--- config.mk ---
export PLATFORM = sky130hd
export DESIGN_NAME = pool_layer_1
export DESIGN_NICKNAME = d
export VERILOG_FILES = /design/src/rtl/pool_layer_1_pkg.sv /design/src/rtl/pool1_line_buf.sv /design/src/rtl/pool_layer_1.sv
export SDC_FILE = /design/constraint.sdc
export NUM_CORES = 1
export LEC_CHECK = 0
export BUFFER_PORTS_ARGS = -buffer_cell sky130_fd_sc_hd__buf_2
export CAP_MARGIN = 30
export CORE_MARGIN = 2
export CORE_UTILIZATION = 60
export CTS_BUF_LIST = sky130_fd_sc_hd__clkbuf_4
export CTS_CLUSTER_DIAMETER = 60
export DETAILED_ROUTE_END_ITERATION = 10
export GPL_TIMING_DRIVEN = 0
export PLACE_DENSITY = 0.85
export SLEW_MARGIN = 5
export SYNTH_ARGS = -nofsm -noshare
export SYNTH_HDL_FRONTEND = slang
export SYNTH_SLANG_ARGS = --single-unit
--- constraint.sdc ---
create_clock -name clk -period 2.2 [get_ports clk]
set_clock_uncertainty 0.05 [all_clocks]
set_input_delay 0.11 -clock clk [delete_from_list [all_inputs] [get_ports clk]]
set_output_delay 0.11 -clock clk [all_outputs]
set_load 0.02 [all_outputs]
--- src/rtl/pool_layer_1_pkg.sv ---
// pool_layer_1_pkg: shared layer-1 geometry and a counter-width helper.
package pool_layer_1_pkg;
    localparam int CONV1_OUT_W = 26;
    localparam int CONV1_OUT_H = 26;
    localparam int POOL1_OUT_W = 13;
    localparam int POOL1_OUT_H = 13;
    localparam int CONV1_CH    = 8;

    function automatic int cnt_w(input int n);
        return (n > 1) ? $clog2(n) : 1;
    endfunction
endpackage

--- src/rtl/pool1_line_buf.sv ---
// pool1_line_buf: one row of half-window ORs, synchronous write, combinational read.
module pool1_line_buf #(
    parameter int CH    = 8,
    parameter int DEPTH = 13,
    parameter int AW    = 4
) (
    input  logic          clk,
    input  logic          rst_n,
    input  logic          we,
    input  logic [AW-1:0] addr,
    input  logic [CH-1:0] wdata,
    output logic [CH-1:0] rdata
);
    logic [CH-1:0] mem [DEPTH];

    always_ff @(posedge clk or negedge rst_n) begin
        if (!rst_n) begin
            for (int i = 0; i < DEPTH; i++) mem[i] <= '0;
        end else if (we) begin
            mem[addr] <= wdata;
        end
    end

    assign rdata = mem[addr];
endmodule

--- src/rtl/pool_layer_1.sv ---
// pool_layer_1: streaming 2x2 binary max-pool over a raster-ordered CH-channel feature map.
module pool_layer_1
    import pool_layer_1_pkg::*;
#(
    parameter int IN_WIDTH  = CONV1_OUT_W,
    parameter int IN_HEIGHT = CONV1_OUT_H,
    parameter int CH        = CONV1_CH
) (
    input  logic          clk,
    input  logic          rst_n,
    input  logic          valid_in,
    input  logic [CH-1:0] conv1_in,
    output logic [CH-1:0] pool1_out,
    output logic          valid_out_pool1,
    output logic          frame_done
);
    localparam int CW    = cnt_w(IN_WIDTH);
    localparam int RW    = cnt_w(IN_HEIGHT);
    localparam int DEPTH = IN_WIDTH / 2;
    localparam int AW    = cnt_w(DEPTH);
    localparam logic [CW-1:0] COL_LAST = CW'(IN_WIDTH - 1);
    localparam logic [RW-1:0] ROW_LAST = RW'(IN_HEIGHT - 1);

    logic [CW-1:0] col;
    logic [RW-1:0] row;
    logic [CH-1:0] acc, lb_rdata;
    logic          col_last, row_last, in_win, lb_we, fire;

    // Trailing odd column/row sits outside every window (floor pooling).
    always_comb begin
        col_last = col == COL_LAST;
        row_last = row == ROW_LAST;
        in_win   = ((IN_WIDTH % 2 == 0) || !col_last) && ((IN_HEIGHT % 2 == 0) || !row_last);
        lb_we    = valid_in && in_win && !row[0] && col[0];
        fire     = valid_in && in_win && row[0] && col[0];
    end

    pool1_line_buf #(.CH(CH), .DEPTH(DEPTH), .AW(AW)) u_line_buf (
        .clk   (clk),
        .rst_n (rst_n),
        .we    (lb_we),
        .addr  (AW'(col >> 1)),
        .wdata (acc | conv1_in),
        .rdata (lb_rdata)
    );

    always_ff @(posedge clk or negedge rst_n) begin
        if (!rst_n) begin
            col             <= '0;
            row             <= '0;
            acc             <= '0;
            pool1_out       <= '0;
            valid_out_pool1 <= 1'b0;
            frame_done      <= 1'b0;
        end else begin
            valid_out_pool1 <= fire;
            frame_done      <= valid_in && col_last && row_last;
            if (valid_in) begin
                col <= col_last ? '0 : col + 1'b1;
                if (col_last) row <= row_last ? '0 : row + 1'b1;
            end
            if (valid_in && in_win && !col[0]) acc <= row[0] ? (conv1_in | lb_rdata) : conv1_in;
            if (fire) pool1_out <= acc | conv1_in;
        end
    end
endmodule

# Yosys cells after proc, flatten, opt, wreduce, memory -nomap -nowiden
# Cells that the tools add are included.
[totals]
regBits = 132
in_bits = 11
[op_classes]
n_addsub = 2
magnitude_cmp = 2
eq_ne = 2
muxes = 9
n_bitwise = 3
n_reduce_logical = 11
[ops]
columns = ["op", "n"]
rows = [
  ["$bwmux W104", 1],
  ["$bmux W8 S4", 1],
  ["$demux W8 S4", 1],
  ["$mux W8", 4],
  ["$or A8 B8 Y8", 2],
  ["$add A5 B1 Y5 const B", 2],
  ["$eq A5 B5 Y1 const B", 2],
  ["$mux W5", 2],
  ["$logic_and A1 B1 Y1", 8],
  ["$ge A5 B5 Y1 const B", 1],
  ["$lt A5 B1 Y1 const B", 1],
  ["$not A4 Y5", 1],
  ["$logic_not A1 Y1", 2],
  ["$reduce_and A2 Y1", 1],
]

# Depth between registers and ports, before layout
# Gate-level depths: netlist of the first run.
[logic_depth]
word_depth = 6
mapped_depth = 8
depth_no_buf = 6

# Modules after synthesis
# A second synthesis of the first run with hierarchy kept.
[hier_totals]
cells_unflattened = 460
hier_area_um2 = 6328.6
[by_module_without_submodules]
columns = ["mod", "n_inst", "cells_per_inst", "area_each_um2"]
rows = [
  ["pool1_line_buf", 1, 338, 4986.0],
  ["pool_layer_1", 1, 122, 1342.5],
]

# Worst setup path after synthesis of the first run
# No wires, ideal clock.
[synth_timing]
path_type = "register to register"
startpoint = "reg col[2]"
endpoint = "reg acc[3]"
arrival_time_ps = 1617
setup_slack_ps = 394
stages_incl_launch_ff = 8
path_cell_list = "dfrtp_1 buf_2 buf_4 buf_2 mux2i_1 o22ai_1 a2111oi_0 a21oi_1"
[synth_via]
elab_chain_len = 6
[synth_lines]
columns = ["item", "line", "text"]
rows = [
  ["start: declaration", "pool_layer_1.sv:24", "logic [CW-1:0] col;"],
  ["start signal: assignment", "pool_layer_1.sv:59", "col <= col_last ? '0 : col + 1'b1;"],
  ["$not A4 Y5 (not written as such)", "pool1_line_buf.sv:24", "assign rdata = mem[addr];"],
  ["$bmux W8 S4", "pool1_line_buf.sv:24", ""],
  ["$mux W8 (not written as such) (2 in series)", "pool1_line_buf.sv:24", ""],
  ["$or A8 B8 Y8", "pool_layer_1.sv:62", "if (valid_in && in_win && !col[0]) acc <= row[0] ? (conv1_in | lb_rdata) : conv1_in;"],
  ["$mux W8", "pool_layer_1.sv:62", ""],
  ["end signal: assignment", "pool_layer_1.sv:62", ""],
  ["end: declaration", "pool_layer_1.sv:26", "logic [CH-1:0] acc, lb_rdata;"],
]
# No other way between the ends. The select of a mux whose other input is x is not followed.
# A chain may end at the register's enable or synchronous reset.

# Final worst setup path of the first run
[layout_timing]
startpoint = "reg col[3]"
endpoint = "reg acc[3]"
# Same word-level chain as after synthesis.

==> metrics.md, run 1 <==
| Metric | Value |
|---|---|
| Switch share | `0.395` |
| TritonCTS buffer count | `17` |
| Antenna diodes | `0` |
| Number of design rule violations left after detail routing | `0` |
| Portion of the post-synthesis area used by sequential elements | `0.552` |
| Number of enable-type register cells in the synthesized netlist | `0` |
| Synth top area share | `0.552` |
| Total of buffers placed on input and output ports | `20` |
| Width of the die | `104 um` |
| Area of the mapped netlist | `0.00598 sq mm` |
| CP startpoint kind | `flip-flop` |
| Cell-internal power | `0.00595 W` |
| Clock insertion delay at the later pin of the skew report | `0.54 ns` |
| Fill cell instance count of the final layout | `741` |
| GRT Residual Overflow | `0` |
| Crit path largest cell delay | `0.49 ns` |
| DR iter-0 viols | `474` |
| Die Outline Area | `0.0108 sq mm` |
| Min Hold Slack | `0.0807 ns` |
| MaxCap Viol Count | `0` |
| Relative contribution of sequential cells to total power | `0.420` |
| CTS tree | `done` |
| Amount of wire on met2 after detailed routing | `7520 um` |
| Share of layout cells above drive strength 1 | `0.136` |
| Max_slew headroom | `0.467` |
| Arrival time at the worst endpoint | `2.42 ns` |
| Via count of the first global-routing pass | `4958` |
| Global-route wire length before repair | `25400 um` |
| Flip-flop and latch count after synthesis | `132` |
| Average size of a mapped cell | `9.86 sq um` |
| Per-cell via count in the routed design | `6.30` |
| Chain of cells forming the critical path | `buf_2, or3b_2, clkbuf_1, o22ai_1, a2111oi_1, a21oi_1` |
| Synth area leader | `sky130_fd_sc_hd__dfrtp_1` |
| Source of the worst hold timing path | `valid_in` |
| Ys flop type | `sky130_fd_sc_hd__dfrtp_1` |
| Top layer reached by signal wires | `met4` |
| Number of clock sinks | `132` |
| Number of synthesis warnings | `0` |
| Clock transition at the registers of the reported paths | `0.12 ns` |
| Total number of H-tree levels | `4` |
| Worst Hold Path EP | `u_line_buf.mem[98]$_DFFE_PN0P_` |
| Worst Setup End Kind | `flip-flop` |
| Post-detailed-routing wire length | `15700 um` |
| Proportion of power drawn by combinational gates | `0.384` |
| Starting utilization of the core area | `0.615` |
| Share of synthesized flip-flops with an asynchronous set or reset | `1.00` |
| Max Fclk | `0.485 GHz` |
| Mapped Nets | `622` |
| Hold WC Path Type | `in -> reg` |
| Number of distinct library cells after synthesis | `44` |
| Maximum ir drop on the vdd rail | `0.704 mV` |
| Final antenna-violating net count | `0` |
| Routed WL per cell | `19.6 um` |
| Detailed-route via count | `5046` |
| Syn-to-layout area delta | `12.9%` |
| Critical Setup Path Class | `reg -> reg` |
| Vertical die dimension | `104 um` |
| Pin count of the biggest net entering global routing | `69` |
| Initial DRT Pass Iterations | `5` |
| Endpoint required time on the critical path | `2.56 ns` |
| Number of top-level pins | `21` |
| Min-Delay Path Depth | `5` |
| FF-to-FF setup slack | `0.14 ns` |
| Nets | `670` |
| Result of the run | `finished, final reports clean` |
| Initial antenna violation count | `0` |
| RSZ-0062 raised after global routing | `false` |
| TNS Setup | `0 ns` |
| Crit share post-route | `0.938` |
| Most used cells in the layout excluding fill and tap cells | `132 x sky130_fd_sc_hd__dfrtp_1, 93 x sky130_fd_sc_hd__nor2_1, 80 x sky130_fd_sc_hd__a21oi_1` |
| Static leakage | `3.06 nW` |
| Actual slew at the worst max-slew pin | `0.799 ns` |
| Minimum period implied by the final worst setup slack | `2.06 ns` |
| Max-slew violation count | `0` |
| Total power density per cell area | `1460 mW/mm^2` |
| Net Switching | `0.00388 W` |
| Total power | `0.00983 W` |
| Final Hold Viols | `0` |
| Half-perimeter wire length of the detailed placement result | `10600 um` |
| Destination of the worst register-to-register timing path | `acc[3]$_DFFE_PN0P_` |
| Slowest cell on crit path | `sky130_fd_sc_hd__a2111oi_1` |
| Met1 layer wirelength in the final routing | `6120 um` |
| Root buffer cell | `sky130_fd_sc_hd__clkbuf_4` |
| Number of instances in the synthesized netlist | `607` |
| Number of rows in the core area | `36` |
| Area contributors post-synth | `sky130_fd_sc_hd__dfrtp_1 55%, sky130_fd_sc_hd__mux2i_1 8.0%, sky130_fd_sc_hd__a21oi_1 6.7%` |
| Global placement routability congestion | `0.985` |
| R2R depth | `6` |
| Overall track demand over capacity in global routing | `0.303` |
| Area of the core | `0.00973 sq mm` |
| Commonest non-fill, non-tap cell in the layout | `sky130_fd_sc_hd__dfrtp_1` |
| Clock share of power | `0.197` |
| Critical R2R Launch | `col[3]$_DFFE_PN0P_` |
| Endpoints failing setup | `0` |
| Clock buffer depth | `2` |
| Met3 wire length | `1370 um` |
| Largest fanout on the critical path | `8` |
==> power groups by stage <==
stage	Sequential, W	Clock, W	Combinational, W
after floorplan	0.00406	0	0.00254
after global placement	0.00407	0	0.00346
after detailed placement	0.00415	0	0.00362
after CTS	0.00410	0.00194	0.00366
after global routing	0.00424	0.00205	0.00411
final	0.00413	0.00193	0.00378
==> sequential cells by signal (all words and copies together), names as in the netlist <==
register / flops
acc: 8
row: 5
frame_done: 1
col: 5
u_line_buf.mem: 104
valid_out_pool1: 1
pool1_out: 8
==> repair_timing <==
item	in CTS	in global routing
resized for setup	1	8
cloned	0	0
hold buffers	9	0
endpoints found under the setup margin	2	9
buffers inserted	0	1
endpoints found under the hold margin	107	0
==> synthesized netlist by cell type (3+ instances only) <==
master / instances
sky130_fd_sc_hd__nor2_1: 93
sky130_fd_sc_hd__nor3_2: 6
sky130_fd_sc_hd__clkbuf_1: 23
sky130_fd_sc_hd__nand2_1: 63
sky130_fd_sc_hd__nand3_1: 3
sky130_fd_sc_hd__o21ai_1: 38
sky130_fd_sc_hd__inv_1: 5
sky130_fd_sc_hd__a2111oi_0: 8
sky130_fd_sc_hd__or3_1: 3
sky130_fd_sc_hd__buf_2: 22
sky130_fd_sc_hd__a21oi_1: 80
sky130_fd_sc_hd__a221oi_1: 8
sky130_fd_sc_hd__nor2b_1: 3
sky130_fd_sc_hd__o22ai_1: 10
sky130_fd_sc_hd__buf_4: 3
sky130_fd_sc_hd__o21ai_0: 14
sky130_fd_sc_hd__ha_1: 4
sky130_fd_sc_hd__nand2b_1: 5
sky130_fd_sc_hd__mux2i_1: 48
sky130_fd_sc_hd__dfrtp_1: 132
sky130_fd_sc_hd__a22oi_1: 8
==> worst max-delay path by stage <==
stage               cells after the start                        endpoint               start
floorplan                               7              acc[3]$_DFFE_PN0P_  col[2]$_DFFE_PN0P_
global placement                        1  u_line_buf.mem[41]$_DFFE_PN0P_               rst_n
detailed placement                      7              acc[3]$_DFFE_PN0P_  col[2]$_DFFE_PN0P_
CTS                                     7              acc[2]$_DFFE_PN0P_  col[2]$_DFFE_PN0P_
global route                            5              acc[5]$_DFFE_PN0P_  col[0]$_DFFE_PN0P_
finish                                  6              acc[3]$_DFFE_PN0P_  col[3]$_DFFE_PN0P_
==> critical path: cells and delay by family (launching register included) <==
kind | cells | cell delay (ns)
compound gates | 3 | 0.77
buf+inv | 2 | 0.55
flops | 1 | 0.37
simple gates | 1 | 0.20
==> stage by stage <==
stage                     setup slack [ns]  instance area [sq um]   util  std cells
final                                0.137                   6750  0.694        801
after global routing               0.00821                   6750  0.694        801
after CTS                           0.0360                   6710  0.690        801
after detailed placement           -0.0582                   6280  0.646        761
after global placement              -0.623                   6250  0.642        760
after floorplan                      0.394                   5980      -        607
==> routing by layer <==
metal  global-route usage  up-vias
met2                0.485      290
met3               0.0614       69
li1                     -     2231
met5                    0        -
met4                0.151        0
met1                0.397     2456
==> area by class of cell <==
cell class | instances | area, sq um | share of cell area
clock inverter | 14 | 209 | 0.0309
sequential | 132 | 3300 | 0.489
clock buffer | 18 | 135 | 0.0200
timing repair buffer | 31 | 244 | 0.0361
buffer | 48 | 238 | 0.0352
inverter | 5 | 18.8 | 0.00278
tap | 133 | 166 | 0.0246
multi-input combinational | 420 | 2440 | 0.361
==> cells by family (layout without fill, tap and decap cells) <==
family | after synthesis | after routing | share of synthesized area
simple gates | 191 | 191 | 0.147
compound gates | 176 | 176 | 0.168
flops | 132 | 132 | 0.552
buf+inv | 55 | 116 | 0.0422
mux | 49 | 49 | 0.0822
fa+ha+maj | 4 | 4 | 0.00837
No activity file was read; power rests on OpenSTA's default activity.
==> inputs of run 2 (changes only) <==
--- a/config.mk
+++ b/config.mk
@@ -10,6 +10,7 @@
 export CORE_MARGIN = 2
 export CORE_UTILIZATION = 60
-export CTS_BUF_LIST = sky130_fd_sc_hd__clkbuf_4
+export CTS_BUF_LIST = sky130_fd_sc_hd__clkbuf_8
 export CTS_CLUSTER_DIAMETER = 60
+export CTS_CLUSTER_SIZE = 8
 export DETAILED_ROUTE_END_ITERATION = 10
 export GPL_TIMING_DRIVEN = 0
--- a/constraint.sdc
+++ b/constraint.sdc
@@ -3,3 +3,3 @@
 set_input_delay 0.11 -clock clk [delete_from_list [all_inputs] [get_ports clk]]
 set_output_delay 0.11 -clock clk [all_outputs]
-set_load 0.02 [all_outputs]
+set_load 0.1 [all_outputs]
==> run 2 against run 1 <==
Register-to-register slack got worse by 0.13 ns. Cell count decreased by 0.12%. Clock power increased by 23%. Fmax decreased by 6.0%. Sequential power about the same. Combinational power increased by 11%. Die area unchanged. Clock-buffer cell count increased by 1. Utilization increased by 0.99 points. Largest cell class unchanged. Largest power group is now combinational logic. Highest routed layer unchanged.
==> metrics.md, run 2 (synthesized netlist as in run 1, its figures left out) <==
| Metric | Value |
|---|---|
| Clock insertion delay at the later pin of the skew report | `0.43 ns (was 0.54 ns)` |
| Final Hold Viols | `0 (unchanged)` |
| Largest registers ranked by flip-flop count | `u_line_buf.mem x104, acc x8, pool1_out x8 (unchanged)` |
| Number of clock sinks | `132 (unchanged)` |
| Max Fclk | `0.456 GHz (was 0.485 GHz)` |
| Commonest non-fill, non-tap cell in the layout | `sky130_fd_sc_hd__dfrtp_1 (unchanged)` |
| Initial DRT Pass Iterations | `6 (was 5)` |
| Global placement routability congestion | `0.985 (unchanged)` |
| Nets | `669 (was 670)` |
| Via count of the first global-routing pass | `4955 (was 4958)` |
| Total power density per cell area | `1560 mW/mm^2 (was 1460 mW/mm^2)` |
| Syn-to-layout area delta | `14.5% (was 12.9%)` |
| Fill cell instance count of the final layout | `717 (was 741)` |
| Initial antenna violation count | `0 (unchanged)` |
| RSZ-0062 raised after global routing | `true (was false)` |
| Clock transition at the registers of the reported paths | `0.07 ns (was 0.12 ns)` |
| CP startpoint kind | `flip-flop (unchanged)` |
| Static leakage | `3.10 nW (was 3.06 nW)` |
| Total power | `0.0107 W (was 0.00983 W)` |
| Hold WC Path Type | `in -> reg (unchanged)` |
| Vertical die dimension | `104 um (unchanged)` |
| Root buffer cell | `sky130_fd_sc_hd__clkbuf_8 (was sky130_fd_sc_hd__clkbuf_4)` |
| Critical Setup Path Class | `reg -> reg (unchanged)` |
| Max-slew violation count | `0 (unchanged)` |
| Area of the core | `0.00973 sq mm (unchanged)` |
| Crit path largest cell delay | `0.60 ns (was 0.49 ns)` |
| CP top delay family | `compound AO/OA/AOI/OAI gates (unchanged)` |
| Total number of H-tree levels | `4 (unchanged)` |
| Minimum period implied by the final worst setup slack | `2.20 ns (was 2.06 ns)` |
| Detailed-route via count | `5081 (was 5046)` |
| TritonCTS buffer count | `17 (unchanged)` |
| CTS tree | `done (unchanged)` |
| Number of design rule violations left after detail routing | `0 (unchanged)` |
| Width of the die | `104 um (unchanged)` |
| Chain of cells forming the critical path | `buf_2, nand3b_1, o22ai_1, a2111oi_0, a21oi_1 (was buf_2, or3b_2, clkbuf_1, o22ai_1, a2111oi_1, a21oi_1)` |
| Number of buffers added for setup after CTS | `0 (unchanged)` |
| Register with the highest flop count | `u_line_buf.mem (unchanged)` |
| Maximum ir drop on the vdd rail | `0.854 mV (was 0.704 mV)` |
| Arrival time at the worst endpoint | `2.43 ns (was 2.42 ns)` |
| Number of top-level pins | `21 (unchanged)` |
| Endpoint required time on the critical path | `2.43 ns (was 2.56 ns)` |
| Routed WL per cell | `19.9 um (was 19.6 um)` |
| Overall track demand over capacity in global routing | `0.302 (was 0.303)` |
| Die Outline Area | `0.0108 sq mm (unchanged)` |
| Result of the run | `finished, final reports clean (unchanged)` |
| Antenna diodes | `0 (unchanged)` |
| TNS Setup | `0 ns (unchanged)` |
| Pin count of the biggest net entering global routing | `69 (unchanged)` |
| Total of buffers placed on input and output ports | `20 (unchanged)` |
| DR iter-0 viols | `560 (was 474)` |
| Clock buffer depth | `2 (unchanged)` |
| Number of rows in the core area | `36 (unchanged)` |
| MaxCap Viol Count | `0 (unchanged)` |
| Final antenna-violating net count | `0 (unchanged)` |
| Per-cell via count in the routed design | `6.35 (was 6.30)` |
| Most used cells in the layout excluding fill and tap cells | `132 x sky130_fd_sc_hd__dfrtp_1, 93 x sky130_fd_sc_hd__nor2_1, 80 x sky130_fd_sc_hd__a21oi_1 (unchanged)` |
| Largest fanout on the critical path | `10 (was 8)` |
| Crit share post-route | `0.998 (was 0.938)` |
| Actual slew at the worst max-slew pin | `0.791 ns (was 0.799 ns)` |
| Buffers & Inverters on Critical Path | `1 (was 2)` |
| Slowest cell on crit path | `sky130_fd_sc_hd__a2111oi_0 (was sky130_fd_sc_hd__a2111oi_1)` |
| Max_slew headroom | `0.472 (was 0.467)` |
| Starting utilization of the core area | `0.615 (unchanged)` |
| Max reg flops | `104 (unchanged)` |
| Post-detailed-routing wire length | `15900 um (was 15700 um)` |
| Global-route wire length before repair | `25300 um (was 25400 um)` |
| Endpoints failing setup | `0 (unchanged)` |
| Worst Setup End Kind | `flip-flop (unchanged)` |
| GRT Residual Overflow | `0 (unchanged)` |
| Half-perimeter wire length of the detailed placement result | `10600 um (unchanged)` |
| Share of layout cells above drive strength 1 | `0.136 (about the same)` |
run 2: cell count changes in the layout (fill, tap and decap cells not counted), sizes merged:
cell / delta
clkinv: -2
inv: +1
run 2: final cells by class:
cell class | count | area [sq um] | share of cell area
Sequential cell | 132 | 3300 | 0.482
Multi-Input combinational cell | 420 | 2440 | 0.356
Clock buffer | 19 | 262 | 0.0382
Buffer | 48 | 231 | 0.0338
Timing Repair Buffer | 30 | 224 | 0.0327
Clock inverter | 13 | 205 | 0.0300
Tap cell | 133 | 166 | 0.0243
Inverter | 5 | 18.8 | 0.00274
run 2: routing by layer:
layer  GRT usage  share of wire  up-vias
li1            -              -     2225
met1       0.392           0.39     2463
met2       0.488           0.48      331
met3      0.0627          0.087       62
met4       0.149          0.043        0
met5           0              0        -
run 2: stage by stage:
| step | setup slack [ns] | hold slack (ns) | util | cell area (sq um) | instances |
|---|---|---|---|---|---|
| floorplan | 0.394 | -0.236 | - | 5980 | 607 |
| global placement | -0.623 | 0.377 | 0.642 | 6250 | 760 |
| detailed placement | -0.0582 | 0.114 | 0.646 | 6280 | 761 |
| CTS | 0.0402 | 0.162 | 0.703 | 6840 | 801 |
| global route | -0.00401 | 0.185 | 0.704 | 6850 | 800 |
| finish | 0.00465 | 0.197 | 0.704 | 6850 | 800 |
run 2: path summary, 6_finish.rpt:
kind,start,end,slack [ns],cells after the start
min reg2reg,pool1_out[1]$_DFFE_PN0P_,pool1_out[1]$_DFFE_PN0P_,0.43,2
min,valid_in,u_line_buf.mem[99]$_DFFE_PN0P_,0.20,5
max,col[4]$_DFFE_PN0P_,acc[0]$_DFFE_PN0P_,0.005,5
max in group asynchronous,rst_n,u_line_buf.mem[50]$_DFFE_PN0P_,1.13,3
min in group asynchronous,rst_n,u_line_buf.mem[27]$_DFFE_PN0P_,0.21,2
max reg2reg,col[4]$_DFFE_PN0P_,acc[0]$_DFFE_PN0P_,0.005,5
run 2: worst reg2reg max path, stage by stage, from the launching register on:
cell	delay, ns
sky130_fd_sc_hd__dfrtp_1	0.42
sky130_fd_sc_hd__buf_2	0.28
sky130_fd_sc_hd__nand3b_1	0.41
sky130_fd_sc_hd__o22ai_1	0.17
sky130_fd_sc_hd__a2111oi_0	0.60
sky130_fd_sc_hd__a21oi_1	0.14
run 2: power by group:
part	internal, W	leakage, nW	switching (W)	total [W]
logic	0.00142	1.22	0.00278	0.00420
clock network	0.00141	0.233	0.000956	0.00237
registers	0.00349	1.65	0.000656	0.00415
total	0.00632	3.10	0.00439	0.0107
run 2: what timing repair did:
| item | CTS | global route |
|---|---|---|
| hold endpoints to repair | 76 | 0 |
| resized for setup | 0 | 7 |
| endpoints found under the setup margin | 3 | 10 |
| hold buffers | 9 | 0 |
